## config.mk

```make
export PLATFORM = sky130hd
export DESIGN_NAME = data_ram_arbiter
export DESIGN_NICKNAME = d
export VERILOG_FILES = /design/src/rtl/data_ram_arbiter.sv
export SDC_FILE = /design/constraint.sdc
export NUM_CORES = 1
export LEC_CHECK = 0
export CAP_MARGIN = 20
export CORE_AREA = 2 2 120 122
export CTS_CLUSTER_DIAMETER = 100
export DETAILED_ROUTE_END_ITERATION = 7
export DIE_AREA = 0 0 122 124
export SYNTH_ARGS = -nofsm -noshare
export SYNTH_HDL_FRONTEND = slang
export SYNTH_SLANG_ARGS = --single-unit
```

## constraint.sdc

```tcl
create_clock -name clk -period 8 [get_ports clk]
set_clock_uncertainty 0.2 [all_clocks]
set_input_delay 2 -clock clk [delete_from_list [all_inputs] [get_ports clk]]
set_output_delay 2 -clock clk [all_outputs]
set_load 0.1 [all_outputs]
```

## src/rtl/data_ram_arbiter.sv

```systemverilog
// data_ram_arbiter: shares the single data_ram port between the openmips CPU
// data port and a DMA/loader master. One master is granted per cycle with zero
// latency. DMA bursts are bounded by DMA_MAX_BURST while the CPU waits, and the
// DMA wins after DMA_MAX_WAIT cycles of waiting. data_ram reads combinationally.
// Optional feature macro: ARB_STAT_EN adds saturating 32-bit stall counters
// (cpu_stall_cnt_o, dma_stall_cnt_o); arbitration is identical either way.
module data_ram_arbiter #(
    parameter int DW            = 32,
    parameter int AW            = 32,
    parameter int DMA_MAX_BURST = 4,
    parameter int DMA_MAX_WAIT  = 8
) (
    input  logic          clk,
    input  logic          rst,
    input  logic          cpu_ce_i,
    input  logic          cpu_we_i,
    input  logic [AW-1:0] cpu_addr_i,
    input  logic [3:0]    cpu_sel_i,
    input  logic [DW-1:0] cpu_wdata_i,
    output logic [DW-1:0] cpu_rdata_o,
    output logic          cpu_stall_o,
    input  logic          dma_req_i,
    input  logic          dma_we_i,
    input  logic [AW-1:0] dma_addr_i,
    input  logic [3:0]    dma_sel_i,
    input  logic [DW-1:0] dma_wdata_i,
    output logic          dma_gnt_o,
    output logic [DW-1:0] dma_rdata_o,
    output logic          dma_rvld_o,
    output logic          ram_ce_o,
    output logic          ram_we_o,
    output logic [AW-1:0] ram_addr_o,
    output logic [3:0]    ram_sel_o,
    output logic [DW-1:0] ram_wdata_o,
    input  logic [DW-1:0] ram_rdata_i
`ifdef ARB_STAT_EN
    ,
    output logic [31:0]   cpu_stall_cnt_o,
    output logic [31:0]   dma_stall_cnt_o
`endif
);

    localparam int BW = $clog2(DMA_MAX_BURST + 1);
    localparam int WW = $clog2(DMA_MAX_WAIT + 1);
    localparam logic [BW-1:0] BURST_MAX = BW'(DMA_MAX_BURST);
    localparam logic [BW-1:0] BURST_ONE = BW'(1);
    localparam logic [WW-1:0] WAIT_MAX  = WW'(DMA_MAX_WAIT);
    localparam logic [WW-1:0] WAIT_ONE  = WW'(1);

    typedef enum logic [1:0] {
        OWN_IDLE = 2'd0,
        OWN_CPU  = 2'd1,
        OWN_DMA  = 2'd2
    } owner_t;

    owner_t        last_owner_r;
    owner_t        next_owner_s;
    logic [BW-1:0] burst_cnt_r;
    logic [WW-1:0] wait_cnt_r;
    logic          grant_cpu_s;
    logic          grant_dma_s;
    logic [DW-1:0] dma_rdata_r;
    logic          dma_rvld_r;

    // Grant decision: zero latency, forced off while reset is asserted.
    always_comb begin
        grant_cpu_s = 1'b0;
        grant_dma_s = 1'b0;
        if (rst) begin
            grant_cpu_s = 1'b0;
            grant_dma_s = 1'b0;
        end else if (cpu_ce_i && dma_req_i) begin
            if (last_owner_r == OWN_DMA) begin
                // An ongoing burst continues until it reaches its cap.
                if (burst_cnt_r < BURST_MAX) begin
                    grant_dma_s = 1'b1;
                end else begin
                    grant_cpu_s = 1'b1;
                end
            end else begin
                // The CPU keeps priority until the DMA has waited long enough.
                if (wait_cnt_r == WAIT_MAX) begin
                    grant_dma_s = 1'b1;
                end else begin
                    grant_cpu_s = 1'b1;
                end
            end
        end else if (cpu_ce_i) begin
            grant_cpu_s = 1'b1;
        end else if (dma_req_i) begin
            grant_dma_s = 1'b1;
        end else begin
            grant_cpu_s = 1'b0;
            grant_dma_s = 1'b0;
        end
    end

    // Next owner follows whoever was granted this cycle.
    always_comb begin
        next_owner_s = OWN_IDLE;
        if (grant_dma_s) begin
            next_owner_s = OWN_DMA;
        end else if (grant_cpu_s) begin
            next_owner_s = OWN_CPU;
        end else begin
            next_owner_s = OWN_IDLE;
        end
    end

    // RAM port mux: granted master's fields, all zero when nobody is granted.
    always_comb begin
        ram_ce_o    = 1'b0;
        ram_we_o    = 1'b0;
        ram_addr_o  = {AW{1'b0}};
        ram_sel_o   = 4'b0000;
        ram_wdata_o = {DW{1'b0}};
        case ({grant_dma_s, grant_cpu_s})
            2'b01: begin
                ram_ce_o    = 1'b1;
                ram_we_o    = cpu_we_i;
                ram_addr_o  = cpu_addr_i;
                ram_sel_o   = cpu_sel_i;
                ram_wdata_o = cpu_wdata_i;
            end
            2'b10: begin
                ram_ce_o    = 1'b1;
                ram_we_o    = dma_we_i;
                ram_addr_o  = dma_addr_i;
                ram_sel_o   = dma_sel_i;
                ram_wdata_o = dma_wdata_i;
            end
            default: begin
                ram_ce_o    = 1'b0;
                ram_we_o    = 1'b0;
                ram_addr_o  = {AW{1'b0}};
                ram_sel_o   = 4'b0000;
                ram_wdata_o = {DW{1'b0}};
            end
        endcase
    end

    assign cpu_rdata_o = ram_rdata_i;
    assign cpu_stall_o = ~rst & cpu_ce_i & ~grant_cpu_s;
    assign dma_gnt_o   = grant_dma_s;
    assign dma_rdata_o = dma_rdata_r;
    assign dma_rvld_o  = dma_rvld_r;

    // Owner history plus burst and wait counters that bound DMA fairness.
    always_ff @(posedge clk or posedge rst) begin
        if (rst) begin
            last_owner_r <= OWN_IDLE;
            burst_cnt_r  <= {BW{1'b0}};
            wait_cnt_r   <= {WW{1'b0}};
        end else begin
            last_owner_r <= next_owner_s;
            if (grant_dma_s) begin
                if (burst_cnt_r < BURST_MAX) begin
                    burst_cnt_r <= burst_cnt_r + BURST_ONE;
                end else begin
                    burst_cnt_r <= burst_cnt_r;
                end
            end else begin
                burst_cnt_r <= {BW{1'b0}};
            end
            if (grant_dma_s || !dma_req_i) begin
                wait_cnt_r <= {WW{1'b0}};
            end else if (wait_cnt_r < WAIT_MAX) begin
                wait_cnt_r <= wait_cnt_r + WAIT_ONE;
            end else begin
                wait_cnt_r <= wait_cnt_r;
            end
        end
    end

    // Capture DMA read data and pulse its valid the cycle after the grant.
    always_ff @(posedge clk or posedge rst) begin
        if (rst) begin
            dma_rdata_r <= {DW{1'b0}};
            dma_rvld_r  <= 1'b0;
        end else if (grant_dma_s && !dma_we_i) begin
            dma_rdata_r <= ram_rdata_i;
            dma_rvld_r  <= 1'b1;
        end else begin
            dma_rdata_r <= dma_rdata_r;
            dma_rvld_r  <= 1'b0;
        end
    end

`ifdef ARB_STAT_EN
    logic [31:0] cpu_stall_cnt_r;
    logic [31:0] dma_stall_cnt_r;

    // Saturating stall statistics for both masters.
    always_ff @(posedge clk or posedge rst) begin
        if (rst) begin
            cpu_stall_cnt_r <= 32'h0000_0000;
            dma_stall_cnt_r <= 32'h0000_0000;
        end else begin
            if (cpu_stall_o && (cpu_stall_cnt_r != 32'hFFFF_FFFF)) begin
                cpu_stall_cnt_r <= cpu_stall_cnt_r + 32'h0000_0001;
            end else begin
                cpu_stall_cnt_r <= cpu_stall_cnt_r;
            end
            if (dma_req_i && !grant_dma_s && (dma_stall_cnt_r != 32'hFFFF_FFFF)) begin
                dma_stall_cnt_r <= dma_stall_cnt_r + 32'h0000_0001;
            end else begin
                dma_stall_cnt_r <= dma_stall_cnt_r;
            end
        end
    end

    assign cpu_stall_cnt_o = cpu_stall_cnt_r;
    assign dma_stall_cnt_o = dma_stall_cnt_r;
`endif

endmodule

```

==> impl_metrics.env, run 1 <==
export IMPL_status="finished clean"
export IMPL_die_w_um=122
export IMPL_rr_startpoint="wait_cnt_r[0]$_DFFE_PP0P_"
export IMPL_end_kind="primary output"
export IMPL_hold_class="flop to flop"
export IMPL_cts_root_buf="clkbuf_16"
export IMPL_cts_hold_buf=0
export IMPL_drt_initial_drc_count=112
export IMPL_setup_slack_ns=1.11
export IMPL_finalCritPeriodShare_pct=86.2
export IMPL_worst_ep_required_time_ns=5.80
export IMPL_dr_pass1_iters=4
export IMPL_rows=43
export IMPL_syn2layout_area_growth_pct=101
export IMPL_gp_congestion=0.894
export IMPL_total_power_mw=1.25
export IMPL_post_cts_resized=0
export IMPL_place_inst=745
export IMPL_setup_viol=0
export IMPL_io_buffer_count=310
export IMPL_cp_arrival_ns=4.69
export IMPL_grt_overflow=0
export IMPL_routed_via_count=3372
export IMPL_grt_pass1_vias=3398
export IMPL_cap_violations=0
export IMPL_drive_gt1_share_pct=21.1
export IMPL_htree_levels=2
export IMPL_routed_via_density=4.48
export IMPL_fmax_ghz=0.145
export IMPL_clock_path_buffers=2
export IMPL_grt_pass1_wl_um=18000
export IMPL_syn_cell_area_um2=2960
export IMPL_r2r_cells=6
export IMPL_hpwl_um=10300
export IMPL_stdcell_count=753
export IMPL_fin_tns_setup_ns=0
export IMPL_finalInstanceArea_um2=5930
export IMPL_min_period_ns=6.89
export IMPL_place_ws_ns=1.08
export IMPL_grt_max_degree=70
export IMPL_groute_usage_overall_pct=15.3
export IMPL_r2r_slack_ns=5.53
export IMPL_initial_utilization_pct=21.5
export IMPL_numCtsBuffers=5
export IMPL_yosys_warnings=0
export IMPL_drv_slew=0
export IMPL_final_common_cell="clkdlybuf4s50_1"
export IMPL_ios=311
export IMPL_tightest_slew_ns=1.01
export IMPL_routed_wl_um=12400
export IMPL_antenna_found_initial=0
export IMPL_power_per_cell_area_nw_per_um2=212
export IMPL_synthCells=310
export IMPL_clock_latency_ns=0.28
export IMPL_design_core_area_um2=13700
export IMPL_nets=751
export IMPL_cts_reportedPaths_clkPinSlew_ns=0.06
export IMPL_n_antenna_cell=0
export IMPL_synth_cell_types=25
export IMPL_die_area_um2=15100
export IMPL_hold_ws_ns=0.308
export IMPL_cts_setup_buffers=0
export IMPL_syn_nets=489
export IMPL_avgSynthCellArea_um2=9.53
export IMPL_critical_path_class="input pin to primary output"
export IMPL_cts_sinks=42
export IMPL_peakVddDrop_mv=0.0915
export IMPL_rsz0062_at_grt="no"
export IMPL_cts_tree="yes"
export IMPL_r2r_end="dma_rdata_o[12]$_DFFE_PP0P_"
export IMPL_wl_per_cell_um=16.5
export IMPL_ys_seq_elements=42
export IMPL_hold_viol_final=0
export IMPL_p_leak_nw=2.57
export IMPL_ys_seq_area_share_pct=35.6
export IMPL_startpoint="dma_req_i"
export IMPL_postPlaceCellArea_um2=5780
export IMPL_crit_path_end="ram_addr_o[16]"
export IMPL_drc=0
export IMPL_num_fill_cells=1349
export IMPL_startpoint_type="input pin"
export IMPL_final_cell_mix="clkdlybuf4s50_1 (239), nor2_1 (76), buf_4 (75)"
export IMPL_relSlewSlack_pct=32.8
export IMPL_fp_dieH_um=124
export IMPL_holdPathStages=1
export IMPL_postLayoutCoreUtil_pct=43.2
export IMPL_critPathMaxFanout=38
export IMPL_ant_nets=0
-- worst max-delay path: stages --
cell	delay, ns
clkdlybuf4s50_1	0.51
nor2b_1	0.30
nand2_1	0.22
ha_2	0.80
buf_4	0.44
nor2_1	0.13
buf_4	0.25
-- Yosys cell counts --
library cell / number / area (µm²)
a31oi_1: 1 / 6.26
a22oi_1: 69 / 518
inv_1: 8 / 30.0
nor2b_1: 2 / 12.5
a211oi_1: 1 / 7.51
clkbuf_1: 23 / 86.3
and2b_1: 1 / 7.51
mux2_4: 29 / 435
buf_1: 1 / 3.75
xor2_1: 1 / 8.76
o311ai_4: 1 / 26.3
o31ai_1: 1 / 7.51
mux2i_1: 2 / 20.0
nand2_1: 2 / 7.51
nand3b_4: 1 / 20.0
nor2_1: 76 / 285
dfrtp_1: 42 / 1050
xnor2_1: 2 / 17.5
or3b_4: 1 / 11.3
and3_1: 2 / 12.5
mux2_2: 3 / 33.8
ha_1: 5 / 62.6
buf_4: 32 / 240
buf_6: 3 / 33.8
a21bo_2: 1 / 10.0
-- final cells by class --
class                   count  area [µm²]  area share [%]
clock buffers               6         139            2.34
clock inverters             2        12.5           0.211
inverters                   8        30.0           0.507
repair buffers            314        2960            49.9
multi-input cells         201        1520            25.6
flip-flops and latches     42        1050            17.7
well taps                 180         225            3.80
-- logic make-up (layout without fill, tap and decap cells) --
logic type      Yosys count  after routing  share of synthesized area (%)
simple gates             85             85                           12.1
compound gates           74             74                           19.5
buf+inv                  67            330                           13.3
flops                    42             42                           35.6
mux                      34             34                           16.6
fa+ha+maj                 5              5                           2.12
xor+xnor                  3              3                          0.889
-- state kept, by name, summed over array words and instances, names as in the netlist --
signal        cells
dma_rdata_o      32
wait_cnt_r        4
burst_cnt_r       3
last_owner_r      2
dma_rvld_o        1
-- power by group --
part           switching [mW]  internal (mW)  total [mW]
Combinational           0.545          0.233       0.777
Clock                  0.0776          0.123       0.201
Sequential             0.0231          0.253       0.276
-- layer usage --
metal / part of all wire [%] / wire length (µm) / global-route usage [%] / vias up
met4: 1.4 / 168 / 3.88 / 0
met5: 0 / 0 / 0 / -
met2: 53 / 6580 / 29.3 / 189
li1: - / - / - / 1585
met1: 35 / 4380 / 16.3 / 1588
met3: 10 / 1260 / 4.40 / 10
-- how the worst min path moves through the flow --
| stage | from | slack, ns | endpoint |
|---|---|---|---|
| floorplan | burst_cnt_r[1]$_DFFE_PP0P_ | 0.29 | burst_cnt_r[1]$_DFFE_PP0P_ |
| global placement | dma_rdata_o[26]$_DFFE_PP0P_ | 0.29 | dma_rdata_o[26]$_DFFE_PP0P_ |
| detailed placement | dma_rdata_o[11]$_DFFE_PP0P_ | 0.29 | dma_rdata_o[11]$_DFFE_PP0P_ |
| CTS | dma_rdata_o[11]$_DFFE_PP0P_ | 0.31 | dma_rdata_o[11]$_DFFE_PP0P_ |
| global route | dma_rdata_o[25]$_DFFE_PP0P_ | 0.32 | dma_rdata_o[25]$_DFFE_PP0P_ |
| finish | dma_rdata_o[27]$_DFFE_PP0P_ | 0.31 | dma_rdata_o[27]$_DFFE_PP0P_ |
Power figures use the tool's default switching activity.
==> inputs of run 2 (changes only) <==
--- a/config.mk
+++ b/config.mk
@@ -5,9 +5,10 @@
 export SDC_FILE = /design/constraint.sdc
 export NUM_CORES = 1
 export LEC_CHECK = 0
-export CAP_MARGIN = 20
+export CAP_MARGIN = 25
 export CORE_AREA = 2 2 120 122
 export CTS_CLUSTER_DIAMETER = 100
+export CTS_CLUSTER_SIZE = 14
 export DETAILED_ROUTE_END_ITERATION = 7
 export DIE_AREA = 0 0 122 124
 export SYNTH_ARGS = -nofsm -noshare
==> results of run 2 <==
No change in the layout: final DEF, timing and power equal those of run 1.
==> inputs of run 3 (changes only) <==
--- a/config.mk
+++ b/config.mk
@@ -6,11 +6,11 @@
 export NUM_CORES = 1
 export LEC_CHECK = 0
 export CAP_MARGIN = 25
-export CORE_AREA = 2 2 120 122
+export CORE_AREA = 2 2 121 123
 export CTS_CLUSTER_DIAMETER = 100
 export CTS_CLUSTER_SIZE = 14
 export DETAILED_ROUTE_END_ITERATION = 7
-export DIE_AREA = 0 0 122 124
+export DIE_AREA = 0 0 123 125
 export SYNTH_ARGS = -nofsm -noshare
 export SYNTH_HDL_FRONTEND = slang
 export SYNTH_SLANG_ARGS = --single-unit
==> constraint.sdc (replaced) <==
create_clock -name clk -period 7.3 [get_ports clk]
set_clock_uncertainty 0.2 [all_clocks]
set_input_delay 1.825 -clock clk [delete_from_list [all_inputs] [get_ports clk]]
set_output_delay 1.825 -clock clk [all_outputs]
set_load 0.1 [all_outputs]
==> impl_metrics.env, run 3 (same netlist as run 1, synthesis figures left out) <==
export IMPL_syn2layout_area_growth_pct=103
export IMPL_crit_buf_inv=4
export IMPL_cts_hold_buf=0
export IMPL_grt_max_degree=71
export IMPL_final_cell_mix="clkdlybuf4s50_1 (238), buf_4 (74), a22oi_1 (69)"
export IMPL_design_core_area_um2=14200
export IMPL_startpoint_type="input pin"
export IMPL_internal_power_uw=696
export IMPL_n_antenna_cell=0
export IMPL_ant_nets=0
export IMPL_grt_pass1_vias=3379
export IMPL_status="finished clean"
export IMPL_setup_slack_ns=0.865
export IMPL_groute_usage_overall_pct=15.6
export IMPL_cts_tree="yes"
export IMPL_min_period_ns=6.43
export IMPL_ios=311
export IMPL_max_stage_delay_ns=0.50
export IMPL_cap_violations=0
export IMPL_critPathMaxFanout=52
export IMPL_total_power_mw=1.41
export IMPL_cts_sinks=42
export IMPL_critical_path_class="input pin to primary output"
export IMPL_p_leak_nw=2.58
export IMPL_r2r_end="dma_rdata_o[1]$_DFFE_PP0P_"
export IMPL_r2r_cells=6
export IMPL_drv_slew=0
export IMPL_clock_path_buffers=2
export IMPL_rsz0062_at_grt="no"
export IMPL_die_area_um2=15400
export IMPL_post_cts_resized=0
export IMPL_crit_family="buffers and inverters"
export IMPL_startpoint="dma_req_i"
export IMPL_clock_latency_ns=0.28
export IMPL_num_fill_cells=1423
export IMPL_largest_register_ffs=32
export IMPL_wl_per_cell_um=16.8
export IMPL_dr_pass1_iters=5
export IMPL_grt_pass1_wl_um=18500
export IMPL_htree_levels=2
export IMPL_hpwl_um=10400
export IMPL_place_ws_ns=0.840
export IMPL_io_buffer_count=310
export IMPL_cts_setup_buffers=0
export IMPL_rr_startpoint="wait_cnt_r[0]$_DFFE_PP0P_"
export IMPL_drt_initial_drc_count=106
export IMPL_routed_via_count=3356
export IMPL_holdPathStages=1
export IMPL_tightest_slew_ns=1.00
export IMPL_power_switching_share_pct=50.6
export IMPL_end_kind="primary output"
export IMPL_fin_tns_setup_ns=0
export IMPL_crit_chain="clkdlybuf4s50_1 > nor2b_1 > nand2_1 > inv_1 > ha_2 > buf_12 > a22oi_1 > nor2_1 > buf_4"
export IMPL_numCtsBuffers=5
export IMPL_p_switching_uw=713
export IMPL_fp_dieH_um=125
export IMPL_cts_reportedPaths_clkPinSlew_ns=0.06
export IMPL_r2r_slack_ns=4.78
export IMPL_nets=751
export IMPL_antenna_found_initial=0
export IMPL_grt_overflow=0
export IMPL_setup_viol=0
export IMPL_final_common_cell="clkdlybuf4s50_1"
export IMPL_routed_via_density=4.43
export IMPL_postLayoutCoreUtil_pct=42.2
export IMPL_cts_root_buf="clkbuf_16"
export IMPL_peakVddDrop_mv=0.0780
export IMPL_path_depth=9
export IMPL_rows=44
export IMPL_power_per_cell_area_nw_per_um2=235
export IMPL_hold_class="flop to flop"
export IMPL_worst_ep_required_time_ns=5.28
export IMPL_die_w_um=123
export IMPL_finalCritPeriodShare_pct=88.1
export IMPL_drc=0
export IMPL_cp_arrival_ns=4.41
export IMPL_crit_path_end="ram_addr_o[12]"
export IMPL_comb_power_share_pct=60.8
export IMPL_cp_slowest_cell="clkdlybuf4s50_1"
export IMPL_hold_ws_ns=0.307
export IMPL_relSlewSlack_pct=33.1
export IMPL_clkPwrFrac_pct=17.8
export IMPL_drive_gt1_share_pct=22.9
export IMPL_hold_viol_final=0
export IMPL_initial_utilization_pct=20.8
export IMPL_routed_wl_um=12700
export IMPL_gp_congestion=0.959
export IMPL_p_seq_share_pct=21.3
export IMPL_fmax_ghz=0.155
-- run 3: worst min-delay path by stage --
stage,slack [ns],to,start
after floorplan,0.29,burst_cnt_r[1]$_DFFE_PP0P_,burst_cnt_r[1]$_DFFE_PP0P_
after global placement,0.29,dma_rdata_o[7]$_DFFE_PP0P_,dma_rdata_o[7]$_DFFE_PP0P_
after detailed placement,0.29,dma_rdata_o[21]$_DFFE_PP0P_,dma_rdata_o[21]$_DFFE_PP0P_
after CTS,0.31,dma_rdata_o[13]$_DFFE_PP0P_,dma_rdata_o[13]$_DFFE_PP0P_
after global routing,0.32,dma_rdata_o[9]$_DFFE_PP0P_,dma_rdata_o[9]$_DFFE_PP0P_
final,0.31,dma_rdata_o[13]$_DFFE_PP0P_,dma_rdata_o[13]$_DFFE_PP0P_
-- run 3: final cells by class --
| class | instances | area (µm²) | share of cell area (%) |
|---|---|---|---|
| Clock buffer | 6 | 129 | 2.15 |
| Multi-Input combinational cell | 201 | 1540 | 25.7 |
| Timing Repair Buffer | 314 | 2980 | 49.7 |
| Inverter | 8 | 30.0 | 0.501 |
| Tap cell | 184 | 230 | 3.84 |
| Clock inverter | 2 | 37.5 | 0.626 |
| Sequential cell | 42 | 1050 | 17.5 |
-- run 3: power groups by stage --
stage	clock [mW]	sequential, mW	combinational [mW]
finish	0.251	0.301	0.857
detailed placement	0	0.304	0.860
CTS	0.258	0.301	0.862
floorplan	0	0.612	0.310
global route	0.266	0.306	0.884
global placement	0	0.302	0.859
-- run 3: worst reg2reg max path: cells and delay by family, from the launching register on --
| kind | cells | cell delay (ns) |
|---|---|---|
| fa+ha+maj | 1 | 0.13 |
| compound gates | 1 | 0.38 |
| mux | 1 | 0.54 |
| simple gates | 2 | 0.66 |
| flops | 1 | 0.42 |
| buf+inv | 1 | 0.07 |
-- run 3: stage by stage --
step / area, µm² / std cells
after global routing: 6000 / 757
after CTS: 6000 / 757
after floorplan: 2980 / 310
after detailed placement: 5830 / 749
after global placement: 5830 / 749
final: 6000 / 757
-- run 3: metal layers --
layer	share of wire (%)	GRT usage (%)	up-vias
li1	-	-	1588
met3	9.8	4.38	16
met1	35	16.5	1565
met5	0	0	-
met2	53	29.4	187
met4	1.9	4.48	0
